### src/rtl/bru_redirect_ctrl.sv
// Front-end redirect sequencer: captures one branch/jump or trap decision from EX
// and holds the PC redirect towards fetch until it is accepted.
module bru_redirect_ctrl #(
  parameter int ADDR_W = 64,
  parameter int CNT_W  = 32
) (
  input  logic              clk,
  input  logic              resetn,
  input  logic              ex_valid,
  input  logic              ex_br_e,
  input  logic [ADDR_W-1:0] ex_br_addr,
  input  logic              ex_stall,
  input  logic              trap_valid,
  input  logic [ADDR_W-1:0] trap_addr,
  input  logic              if_ready,
  output logic              redirect_valid,
  output logic [ADDR_W-1:0] redirect_addr,
  output logic              redirect_misalign,
  output logic              flush_if,
  output logic              flush_id,
  output logic [CNT_W-1:0]  br_cnt
);

  typedef enum logic {
    IDLE = 1'b0,
    PEND = 1'b1
  } state_t;

  state_t              state;
  logic [ADDR_W-1:0]   addr_q;
  logic                is_trap;
  logic                br_held;
  logic [CNT_W-1:0]    cnt_q;

  logic                pend;
  logic                br_cap;
  logic                tr_cap;
  logic                br_held_n;

  // Handshake: redirect_valid stays high with a stable redirect_addr until a
  // cycle where if_ready is also high; that cycle completes the transfer. A trap
  // arriving in that same cycle replaces the target and restarts the handshake.
  assign pend   = (state == PEND);
  assign tr_cap = trap_valid;
  assign br_cap = ~pend & ex_valid & ex_br_e & ~br_held & ~trap_valid;

  // A branch stays held only while EX keeps stalling it and no trap kills it.
  assign br_held_n = ~tr_cap & ex_stall & (br_cap | br_held);

  always_ff @(posedge clk or negedge resetn) begin
    if (!resetn) begin
      state   <= IDLE;
      addr_q  <= '0;
      is_trap <= 1'b0;
      br_held <= 1'b0;
      cnt_q   <= '0;
    end else begin
      br_held <= br_held_n;
      if (tr_cap) begin
        addr_q  <= trap_addr;
        is_trap <= 1'b1;
        state   <= PEND;
      end else if (br_cap) begin
        addr_q  <= ex_br_addr;
        is_trap <= 1'b0;
        cnt_q   <= cnt_q + 1'b1;
        state   <= PEND;
      end else if (pend && if_ready) begin
        state   <= IDLE;
      end
    end
  end

  // Flush outputs depend on live EX/trap inputs, so they are gated by reset.
  always_comb begin
    redirect_valid    = 1'b0;
    redirect_misalign = 1'b0;
    flush_if          = 1'b0;
    flush_id          = 1'b0;
    if (resetn) begin
      redirect_valid    = pend;
      redirect_misalign = pend & (addr_q[1:0] != 2'b00);
      flush_if          = br_cap | tr_cap | pend;
      flush_id          = tr_cap | (pend & is_trap) | ((br_cap | pend) & ~br_held_n);
    end
  end

  assign redirect_addr = addr_q;
  assign br_cnt        = cnt_q;

endmodule

### config.mk
export PLATFORM = sky130hd
export DESIGN_NAME = bru_redirect_ctrl
export DESIGN_NICKNAME = d
export VERILOG_FILES = /design/src/rtl/bru_redirect_ctrl.sv
export SDC_FILE = /design/constraint.sdc
export NUM_CORES = 1
export LEC_CHECK = 0
export CORE_MARGIN = 2
export CORE_UTILIZATION = 40
export DETAILED_ROUTE_END_ITERATION = 7
export GPL_TIMING_DRIVEN = 0
export PLACE_DENSITY = 0.76
export SYNTH_ARGS = -nofsm -noshare
export SYNTH_HDL_FRONTEND = slang
export SYNTH_SLANG_ARGS = --single-unit
### constraint.sdc
create_clock -name clk -period 2.14 [get_ports clk]
set_clock_uncertainty 0.2 [all_clocks]
set_input_delay 0.642 -clock clk [delete_from_list [all_inputs] [get_ports clk]]
set_output_delay 0.642 -clock clk [all_outputs]
set_load 0.02 [all_outputs]
; ---- After elaboration in Yosys (flattened, before gate mapping)
; Cells that the tools add are included.
[op_classes]
n_mux = 11
reduce_logical = 5
n_bitwise = 19
add_sub_neg = 1
[ops]
columns = op, count
row1 = 2-to-1 mux 64 bit, 2
row2 = adder 32 x 1 -> 32 bit (second input constant), 1
row3 = AND 1 bit, 9
row4 = 2-to-1 mux 1 bit, 9
row5 = OR 1 bit, 6
row6 = NOT 1 bit, 4
row7 = nonzero test 2 bit, 2
row8 = nonzero test 3 bit, 1
row9 = AND reduction 2 bit, 1
row10 = logical AND 1 bit, 1
[word_totals]
output_inout_bits = 100
word_cells = 41
in_bits = 135
regBits = 99

; ---- Logic depth before layout (Yosys ltp)
[depth]
ltp_word = 11
ltp_mapped = 6
depth_no_buf = 5

; ---- Least setup slack after synthesis
; No wires, ideal clock.
[synth_path]
kind = input to output
startpoint = input trap_valid
endpoint = output flush_if
stages = 4
required_ns = 1.298
arrival_ns = 1.735
path_slack_ns = -0.437
cell_sequence = clkbuf_1 > clkbuf_1 > nor2_1 > a21boi_0
[synth_via]
elab_chain_len = 5
[synth_lines]
columns = item, line
row1 = "start, declared", 13  ; input logic trap_valid,
row2 = NOT 1 bit (no line), --
row3 = AND 1 bit, 45  ; assign br_cap = ~pend & ex_valid & ex_br_e & ~br_held & ~trap_valid;
row4 = OR 1 bit (*) (2 in a row), 83  ; flush_if = br_cap | tr_cap | pend;
row5 = 2-to-1 mux 1 bit (*), 80  ; if (resetn) begin
row6 = "end, declared", 19  ; output logic flush_if,
; Every way passes the cells marked *; elsewhere a longest branch is shown, timed or not.

; ---- Final worst setup path
[layout_path]
startpoint = input ex_stall
endpoint = output flush_id
[layout_via]
elab_chain_len = 6
[layout_lines]
columns = item, line
row1 = "start, declared", 12  ; input logic ex_stall,
row2 = AND 1 bit (2 in a row), 48  ; assign br_held_n = ~tr_cap & ex_stall & (br_cap | br_held);
row3 = NOT 1 bit, 84  ; flush_id = tr_cap | (pend & is_trap) | ((br_cap | pend) & ~br_held_n);
row4 = AND 1 bit, 84
row5 = OR 1 bit, 84
row6 = 2-to-1 mux 1 bit, 80
row7 = "end, declared", 20  ; output logic flush_id,
; No other way between the ends.

==> impl_metrics.csv <==
group,metric,value,unit
outcome,outcome,"finished, violations left",
outcome,violations,"setup timing",
cts,clock-sinks,99,
synthesis,netlist_area,0.00465,mm²
place,dpl.hpwl,10700,µm
global_route,grt_usage,0.234,
place,place_ws,-1.25,ns
detailed_routing,dr.pass1.iters,4,
power_and_ir_drop,power.share.clock,0.347,
power_and_ir_drop,vdd_drop_max,0.438,mV
detailed_routing,via_count,4251,
layout,num_antenna_cells,0,
synthesis,yosysUniqueCellTypes,40,
synthesis,synth_area_leaders,"dfrtp_1, mux2i_1, o21ai_0",
cts,htree_levels,3,
sta,period_share,1.16,
cts,numCtsBuffers,9,
detailed_routing,antenna_left,0,
power_and_ir_drop,switching_share,0.273,
power_and_ir_drop,p_int,3570,µW
global_route,grt_max_degree,32,
floorplanning,start_util,0.409,
setup_path,critPathKind,"in -> out",
power_and_ir_drop,combPwrFrac,0.220,
sta,rsz0062_at_grt,"true",
synthesis,ys_seq_area_frac,0.533,
sta,fin_crit,2.48,ns
detailed_routing,drt-total-wl,14400,µm
synthesis,ys_seq_elements,99,
setup_path,path_cells,"clkdlybuf4s50_1 > nand3b_1 > a21oi_2 > nor2b_2 > buf_6",
setup_path,r2r_cells,7,
power_and_ir_drop,p_per_area,642,mW/mm²
cts,clk_path_buf_depth,2,
floorplanning,core_area,0.0114,mm²
floorplanning,dieArea,0.0125,mm²
layout,seqCellArea,0.00248,mm²
cts,cts-root-buf,"clkbuf_16",
synthesis,postSynthAreaPerCell,10.8,µm²
power_and_ir_drop,total_power,4910,µW
setup_path,critPathMaxStageDelay,0.54,ns
synthesis,synth_warnings,0,
power_and_ir_drop,power_frac_seq,0.434,
sta,slew_violations,0,
cts,worst_skew_pair.late_latency,0.35,ns
detailed_routing,drc,0,
place,gp_congestion,0.797,
sta,setup_slack,-0.339,ns
sta,tns,-1.03,ns
setup_path,cp_top_family,"buffers and inverters",
sta,timing.fmax,403,MHz
synthesis,synth_cells,429,
setup_path,crit_path_start,"ex_stall",
synthesis,synth_top_area_cell,"dfrtp_1",
floorplanning,rows,39,
global_route,antenna_found_initial,0,
detailed_routing,routed_via_density,5.10,
sta,final_hold_viol_count,0,
setup_path,worstReg2RegStart,"pend$_DFFE_PN0P_",
layout,nNetsFinal,821,
power_and_ir_drop,p_leak,0.00391,µW
synthesis,synthesis.nets,565,
layout,fill_cells,934,
setup_path,path_max_fanout,3,
sta,setup_viol,4,
synthesis,synth_flop_cell,"dfrtp_1",
setup_path,crit_slowest_cell,"clkdlybuf4s50_1",
flow_run,drv_cap,0,
detailed_routing,drt_iter0_drc,156,
worst_hold_path,hold_class,"in -> async",
synthesis,synth_top_area_frac,0.533,
detailed_routing,wl_per_cell,17.3,µm
setup_path,r2r-end,"br_cnt[30]$_DFFE_PN0P_",
layout,drive_gt1_frac,0.0986,
sta,max_slew.worst_pin.slew,0.914,ns
floorplanning,die_y,112,µm
sta,slew_headroom,0.388,
synthesis,synth_commonest_cells,"dfrtp_1, nand2_1, o21ai_0, mux2i_1, xnor2_1",
setup_path,cp-start-kind,"input port",
setup_path,arrival,1.64,ns
power_and_ir_drop,p_sw,1340,µW
global_route,grt_first_pass_wirelength,23100,µm
floorplanning,ios,235,
synthesis,synth_edf_count,0,
global_route,grt_overflow,0,
setup_path,required,1.30,ns
layout,multi_input_area,0.00209,mm²
setup_path,cp-end-kind,"primary output",
place,port_buffers,233,
cts,cts_tree,"built",
synthesis,async_reset_ff_frac,1.00,
setup_path,r2r_slack,0.10,ns
layout,syn_to_final_growth,64.6,%
floorplanning,die_w,112,µm
synthesis,post-synth-top-count-cell,"dfrtp_1",
global_route,first_global_vias,4483,
cts,path_clk_slew,0.07,ns
setup_path,crit_buf_inv,2,
[cells in the final DEF, fill, tap and decap left out, types with 2 or more instances in the layout]
cell	netlist	layout
nor3_1	3	3
nand4bb_1	2	2
xor2_1	7	7
and4_2	2	3
and3_1	4	4
clkdlybuf4s15_2	0	3
o21ai_0	66	65
and2_1	3	3
xnor2_1	24	24
dlygate4sd2_1	0	94
buf_2	5	3
buf_16	0	2
bufbuf_16	0	3
nand2_1	73	73
inv_1	4	4
clkdlybuf4s50_1	0	130
dlymetal6s2s_1	0	2
clkbuf_16	0	9
nand4_1	11	11
nor3_2	3	3
clkbuf_1	15	13
dfrtp_1	99	99
clkbuf_8	0	3
nand3_1	10	10
nor2_1	6	5
buf_4	4	10
and3_2	2	2
mux2i_1	64	64
clkinv_2	0	2
buf_6	0	4
[kinds of logic (layout without fill, tap and decap cells)]
family                     count (synthesis)  in the layout  share of synthesized area
muxes                                     65             65                      0.140
and+or+nand+nor                          135            135                      0.161
AOI/OAI and AO/OA                         70             70                     0.0770
DFF                                       99             99                      0.533
buffers and inverters                     28            289                     0.0272
xor gates and xnor gates                  31             31                     0.0584
adders and majority gates                  1              1                    0.00269
[area by class of cell]
| type | instances | area share |
|---|---|---|
| plain buffers | 24 | 0.0180 |
| clock buffers | 12 | 0.0349 |
| clock inverters | 4 | 0.00622 |
| inverters | 4 | 0.00196 |
| multi-input cells | 302 | 0.273 |
| flip-flops and latches | 99 | 0.324 |
| well taps | 143 | 0.0234 |
| repair buffers | 245 | 0.318 |
[worst register-to-register path, stage by stage (launching register included)]
cell and delay (ns):
dfrtp_1 0.40, buf_4 0.15, nor4bb_4 0.24, buf_4 0.15, buf_6 0.13, nand4_1 0.20
nor4_2 0.29, xor2_1 0.19
[stage by stage]
step	cells	utilization	hold slack, ns	instance area (µm²)
2_1_floorplan	429	-	0.146	4660
3_3_place_gp	805	0.631	0.263	7170
3_5_place_dp	806	0.633	0.266	7200
4_1_cts	830	0.667	0.0211	7580
5_1_grt	833	0.672	0.0155	7650
6_report	833	0.672	0.0175	7650
[sequential cells by signal, indices dropped and copies added, names as in the netlist]
signal         flops
is_trap            1
br_cnt            32
pend               1
br_held            1
redirect_addr     64
[power by group through the flow]
stage               Sequential (µW)  Clock [µW]  Combinational, µW
CTS                            2130        1740               1090
finish                         2130        1700               1080
global placement               2160           0               1120
detailed placement             2170           0               1150
floorplan                      2340           0                267
global route                   2150        1800               1160
[per-layer routing]
metal | GRT usage | wire length, µm | up-vias
li1 | - | - | 2005
met1 | 0.280 | 5790 | 2080
met2 | 0.413 | 7490 | 146
met3 | 0.0588 | 885 | 20
met4 | 0.0741 | 250 | 0
met5 | 0 | 0 | -
[what timing repair did]
item / 4_1_cts / 5_1_grt
endpoints found under the setup margin: 115 / 16
setup buffers: 4 / 3
pin swaps: 5 / 6
cloned: 3 / 0
gates resized for setup: 129 / 8
hold buffers: 1 / 0
hold endpoints to repair: 19 / 0
[how the worst max path moves through the flow]
stage,to,slack (ns),cells after the start
6_report,flush_id,-0.34,5
2_1_floorplan,flush_id,-0.13,6
3_3_place_gp,flush_id,-4.51,3
3_5_place_dp,redirect_misalign,-1.25,5
5_1_grt,flush_id,-0.42,7
4_1_cts,flush_id,-0.37,7
No activity file was read; power rests on OpenSTA's default activity.
